===== src/rtl/pdm_cic_decimator.sv =====
// Multi-channel PDM-to-PCM CIC decimator: per-channel integrators at the PDM rate,
// one shared comb chain time-multiplexed across channels, and a registered output FIFO.
module pdm_cic_decimator #(
  parameter int CHANNELS   = 1,
  parameter int STAGES     = 3,
  parameter int DECIM      = 64,
  parameter int OUT_WIDTH  = 16,
  parameter int FIFO_DEPTH = 4,
  localparam int CW = (CHANNELS > 1) ? $clog2(CHANNELS) : 1
) (
  input  logic                        clk_in,
  input  logic                        rst_in,
  input  logic [CHANNELS-1:0]         pdm_in,
  input  logic                        valid_in,
  output logic signed [OUT_WIDTH-1:0] out_data,
  output logic [CW-1:0]               out_chan,
  output logic                        out_valid,
  input  logic                        out_ready,
  output logic                        overflow_out
);

  localparam int L  = $clog2(DECIM);
  localparam int SL = STAGES * L;
  localparam int IW = SL + 2;
  localparam int SH = SL + 1 - OUT_WIDTH;
  localparam int AW = $clog2(FIFO_DEPTH);
  localparam int EW = CW + OUT_WIDTH;
  localparam logic [IW-1:0] P_POS = {2'b01, {SL{1'b0}}};

  typedef enum logic {S_IDLE, S_COMB} state_t;

  logic [IW-1:0]        r_integ     [CHANNELS][STAGES];
  logic [IW-1:0]        w_integ_nxt [CHANNELS][STAGES];
  logic [IW-1:0]        r_snap      [CHANNELS];
  logic [IW-1:0]        r_dly       [CHANNELS][STAGES];
  logic [IW-1:0]        w_dly_in    [STAGES];
  logic [IW-1:0]        w_comb_r;
  logic [IW-1:0]        w_clamp;
  logic [IW-1:0]        w_scaled;
  logic [L-1:0]         r_dcnt;
  logic                 w_tick;
  logic [2:0]           r_frames;
  state_t               r_state, w_state_nxt;
  logic [CW-1:0]        r_chan, w_chan_nxt;
  logic                 w_comb_act, w_last;
  logic                 w_push, w_pop, w_full, w_wr_en;
  logic [EW-1:0]        r_mem [FIFO_DEPTH];
  logic [EW-1:0]        w_head;
  logic [AW-1:0]        r_wr, r_rd;
  logic [AW:0]          r_cnt;
  logic                 r_ovf;

  // Integrator cascade uses each stage's next value so the last stage includes the current sample.
  always_comb begin : p_integ
    logic [IW-1:0] v_acc;
    for (int unsigned c = 0; c < CHANNELS; c++) begin
      v_acc = pdm_in[c] ? IW'(1) : '1;
      for (int unsigned k = 0; k < STAGES; k++) begin
        v_acc = r_integ[c][k] + v_acc;
        w_integ_nxt[c][k] = v_acc;
      end
    end
  end

  assign w_tick = valid_in & (&r_dcnt);

  always_ff @(posedge clk_in or negedge rst_in) begin
    if (!rst_in) begin
      r_dcnt <= '0;
      for (int unsigned c = 0; c < CHANNELS; c++) begin
        r_snap[c] <= '0;
        for (int unsigned k = 0; k < STAGES; k++) r_integ[c][k] <= '0;
      end
    end else if (valid_in) begin
      r_dcnt  <= r_dcnt + 1'b1;
      r_integ <= w_integ_nxt;
      if (&r_dcnt) begin
        for (int unsigned c = 0; c < CHANNELS; c++) r_snap[c] <= w_integ_nxt[c][STAGES-1];
      end
    end
  end

  always_ff @(posedge clk_in or negedge rst_in) begin
    if (!rst_in) begin
      r_state <= S_IDLE;
      r_chan  <= '0;
    end else begin
      r_state <= w_state_nxt;
      r_chan  <= w_chan_nxt;
    end
  end

  always_comb begin
    w_state_nxt = r_state;
    w_chan_nxt  = r_chan;
    w_comb_act  = 1'b0;
    w_last      = 1'b0;
    case (r_state)
      S_IDLE: begin
        if (w_tick) begin
          w_state_nxt = S_COMB;
          w_chan_nxt  = '0;
        end
      end
      S_COMB: begin
        w_comb_act = 1'b1;
        w_last     = (r_chan == CW'(CHANNELS - 1));
        if (w_last) begin
          w_state_nxt = S_IDLE;
          w_chan_nxt  = '0;
        end else begin
          w_chan_nxt = r_chan + 1'b1;
        end
      end
      default: w_state_nxt = S_IDLE;
    endcase
  end

  always_comb begin : p_comb
    logic [IW-1:0] v_acc;
    v_acc = r_snap[r_chan];
    for (int unsigned k = 0; k < STAGES; k++) begin
      w_dly_in[k] = v_acc;
      v_acc = v_acc - r_dly[r_chan][k];
    end
    w_comb_r = v_acc;
  end

  always_ff @(posedge clk_in or negedge rst_in) begin
    if (!rst_in) begin
      r_frames <= '0;
      for (int unsigned c = 0; c < CHANNELS; c++)
        for (int unsigned k = 0; k < STAGES; k++) r_dly[c][k] <= '0;
    end else if (w_comb_act) begin
      for (int unsigned c = 0; c < CHANNELS; c++)
        if (r_chan == CW'(c))
          for (int unsigned k = 0; k < STAGES; k++) r_dly[c][k] <= w_dly_in[k];
      if (w_last && (r_frames != 3'(STAGES))) r_frames <= r_frames + 1'b1;
    end
  end

  // Only the single value +2^SL is out of range; clamp it before the arithmetic shift.
  assign w_clamp  = (w_comb_r == P_POS) ? (P_POS - 1'b1) : w_comb_r;
  assign w_scaled = IW'($signed(w_clamp) >>> SH);
  assign w_push   = w_comb_act && (r_frames == 3'(STAGES));

  assign out_valid = (r_cnt != '0);
  assign w_full    = (r_cnt == (AW+1)'(FIFO_DEPTH));
  assign w_pop     = out_valid && out_ready;
  assign w_wr_en   = w_push && (!w_full || w_pop);
  assign w_head    = r_mem[r_rd];
  assign out_data  = out_valid ? w_head[OUT_WIDTH-1:0] : '0;
  assign out_chan  = out_valid ? w_head[EW-1:OUT_WIDTH] : '0;
  assign overflow_out = r_ovf;

  always_ff @(posedge clk_in) begin
    if (w_wr_en) r_mem[r_wr] <= {r_chan, w_scaled[OUT_WIDTH-1:0]};
  end

  always_ff @(posedge clk_in or negedge rst_in) begin
    if (!rst_in) begin
      r_wr  <= '0;
      r_rd  <= '0;
      r_cnt <= '0;
      r_ovf <= 1'b0;
    end else begin
      if (w_wr_en) r_wr <= r_wr + 1'b1;
      if (w_pop)   r_rd <= r_rd + 1'b1;
      case ({w_wr_en, w_pop})
        2'b10:   r_cnt <= r_cnt + 1'b1;
        2'b01:   r_cnt <= r_cnt - 1'b1;
        default: r_cnt <= r_cnt;
      endcase
      if (w_push && w_full && !w_pop) r_ovf <= 1'b1;
    end
  end

endmodule


===== config.mk =====
export PLATFORM = sky130hd
export DESIGN_NAME = pdm_cic_decimator
export DESIGN_NICKNAME = d
export VERILOG_FILES = /design/src/rtl/pdm_cic_decimator.sv
export SDC_FILE = /design/constraint.sdc
export NUM_CORES = 1
export LEC_CHECK = 0
export BUFFER_PORTS_ARGS = -buffer_cell sky130_fd_sc_hd__buf_4
export CORE_UTILIZATION = 54
export DETAILED_ROUTE_END_ITERATION = 8
export HOLD_SLACK_MARGIN = 0.06
export PLACE_DENSITY = 0.73
export SYNTH_ARGS = -nofsm -noshare
export SYNTH_HDL_FRONTEND = slang
export SYNTH_SLANG_ARGS = --single-unit

===== constraint.sdc =====
create_clock -name clk_in -period 5.6 [get_ports clk_in]
set_input_delay 1.12 -clock clk_in [delete_from_list [all_inputs] [get_ports clk_in]]
set_output_delay 1.12 -clock clk_in [all_outputs]
set_load 0.1 [all_outputs]

==> out/qor.yml <==
logic_synthesis:
  synth-edff-count: 64
  ys_ff_latch: 222
  yosysSeqAreaShare_pct: 42.7
  synth_top_cell_area_share_pct: 28.8
  synth_top_area_cell: "dfrtp_1"
  async_reset_ff_share_pct: 71.2
  ys_types: 77
  ys.flop_type: "dfrtp_1"
  synthTopCellsByArea: "dfrtp_1 29%, edfxtp_1 14%, ha_1 11%"
  yosysMostFrequentCell: "dfrtp_1"
  synth_warnings: 0
  synth_common_cells: "158 x dfrtp_1, 120 x ha_1, 111 x nand2_1"
  syn_nets: 1430
  syn_area_um2: 13800
  synth.avg_cell_area_um2: 10.6
  syn_inst: 1299
worst_hold_path:
  hold_start: "r_frames[0]"
  hold_path_end: "r_frames[0]"
  min_path_cells: 1
  hold_path_class: "reg2reg"
drt:
  wire_per_inst_um: 15.5
  routed_wl_um: 28000
  num_vias: 9894
  drc: 0
  drt_iter0_drc: 501
  antenna_left: 0
  viasPerCell: 5.48
  dr.pass1.iters: 5
sta:
  slew_violations: 0
  rsz0062_at_grt: "true"
  finalWorstSetupSlack_ps: -64.8
  min_period_ps: 5660
  period_share_pct: 101
  finalHoldViolations: 0
  skew_ps: 11.3
  slew_headroom_pct: 23.7
  setup_violations: 64
  worst_slew_pin_slew_ps: 1140
  max_freq_mhz: 177
placement:
  place_ws_ps: -390
  io_buffers: 22
  gp_routability_congestion: 0.822
  dp_hpwl_um: 19400
  placed_area_um2: 15200
layout:
  fill_cells: 1822
  num-nets-final: 1585
  final_util_pct: 67.2
  final_area_um2: 16900
  post_route_cells_drive_above_1_share_pct: 26.9
  num_antenna_cells: 0
  syn2layout_area_growth_pct: 22.8
global_route:
  gr-max-usage-layer: "met2"
  grt_pass1_vias: 10100
  globalRouteOverflowTotal: 0
  grt_use_met2_pct: 40.0
  grt_max_degree: 117
  antenna_found_initial: 0
  grtUsageTotal_pct: 21.6
  grtUsageMet3_pct: 2.75
  grt_pass1_wl_um: 47200
  use_met1_pct: 26.7
worst_setup_path:
  r2r_start: "r_snap[2]"
  reg2reg_to: "r_mem[3][5]"
  rrSetupSlack_ps: -60
  crit_path_end_kind: "flip-flop"
  worst-endpoint-required_ps: 6000
  worst_ep_arrival_time_ps: 6070
  cp_max_fo: 6
  path_class: "reg2reg"
  r2r_cells: 25
  setup.worst_path.start_class: "flip-flop"
floorplanning:
  io_pins: 24
  die_h_um: 162
  initial_core_util_pct: 54.8
  die_area_um2: 26100
  rows: 58
  die_w_um: 162
  core_um2: 25100
run:
  maxCapViolations: 0
clock_network:
  clk_pin_slew_ps: 60
  numCtsBuffers: 26
  postCtsHoldBufs: 0
  root_buffer: "clkbuf_16"
  htreeDepth: 1
  cts_buffer_depth: 3
  cts_tree: "yes"
  cts_sinks: 222
  clk_latency_ps: 530
run_status:
  failed_checks: "negative setup slack"
  outcome: "finished, violations left"
==> what timing repair did <==
item                       CTS  global route
gates cloned                 1             0
resized for setup           43            53
setup endpoints to repair   64            70
setup buffers                8             8
pin swaps                   20            41
==> layout by cell type, fill, tap and decap left out, types with 6 or more instances in the layout <==
cell	count
ha_1	115
inv_1	102
o21ai_0	82
o21bai_1	13
xnor2_1	75
buf_4	159
dfrtp_1	157
o31ai_1	6
clkbuf_16	26
a31oi_1	8
nand3_1	21
xor2_1	26
a21oi_2	18
mux4_2	16
a21o_1	39
nor2_1	37
or3_1	8
nand4_1	11
nor2b_1	7
nand2_4	7
a21oi_1	60
o21ai_2	8
xnor2_2	8
o21a_1	18
and2_1	23
edfxtp_1	64
bufinv_16	11
nand2_1	99
nor3_1	16
mux2_2	75
o21ai_1	11
nand2b_1	12
==> routing by layer <==
layer / share of wire (%) / vias to the layer above
met4: 2.0 / 0
met1: 44 / 4760
met5: 0 / -
met3: 2.7 / 44
li1: - / 4965
met2: 52 / 125
==> critical path, cell delays in order (launching register included) <==
cell and delay [ps]:
dfrtp_1 390, ha_1 310, buf_4 160, o21a_1 180, o31a_1 110, o41a_1 360, o21ai_2 150, or2b_1 240
a21oi_1 200, xnor2_1 140, ha_1 340, inv_1 100, o21bai_1 160, xor2_1 210, ha_1 270, a21o_1 180
a21oi_2 160, o22ai_2 100, or4_4 450, o211ai_4 200, nand2b_1 110, a211o_1 290, a41oi_2 180, nand4_4 220
buf_16 230, nand2b_4 90
==> through the flow <==
step,hold slack [ps],std cells,TNS [ps]
after global placement,464,1740,-4410
after CTS,482,1797,-10560
final,478,1804,-2780
after global routing,502,1804,-23240
after detailed placement,470,1740,-11430
after floorplan,447,1299,-418
==> flip-flops by register name, indices dropped and copies added (netlist names), 2 cells and up <==
| signal | cells |
|---|---|
| r_mem | 64 |
| r_dly | 60 |
| r_integ | 60 |
| r_snap | 20 |
| r_dcnt | 6 |
| r_cnt | 3 |
| r_frames | 3 |
| r_rd | 2 |
| r_wr | 2 |
==> how the worst max path moves through the flow <==
stage,from,end,slack (ps),depth (start not counted)
3_5_place_dp,pdm_in,r_integ[19],-390,30
3_3_place_gp,pdm_in,r_snap[19],-240,30
6_report,r_snap[2],r_mem[3][5],-60,25
4_1_cts,r_dly[40],r_mem[1][15],-180,26
5_1_grt,r_dly[40],r_mem[1][5],-380,29
2_1_floorplan,pdm_in,r_snap[19],-200,29
==> area by class of cell <==
type	count	area (um^2)	area share, %
multi-input combinational	937	7870	46.6
clock buffer	30	676	4.00
inverter	104	394	2.33
timing repair buffer	163	1260	7.49
clock inverter	18	380	2.25
tap	330	413	2.45
sequential	222	5880	34.8
==> cells by family (layout without fill, tap and decap cells) <==
group | Yosys count | count (layout) | share of synthesized area [%]
AND/OR/NAND/NOR | 284 | 284 | 10.2
other | 1 | 1 | 0.0273
flip-flops | 222 | 222 | 42.7
adder cells (fa/ha/maj) | 126 | 126 | 11.8
buffers and inverters | 140 | 315 | 3.91
AO/OA/AOI/OAI | 315 | 315 | 14.5
XOR/XNOR | 115 | 115 | 7.74
multiplexers | 96 | 96 | 9.13
Power is left out: the tool's default activity adds up to more than one toggle a clock period on the data nets, which glitch-free logic cannot reach.
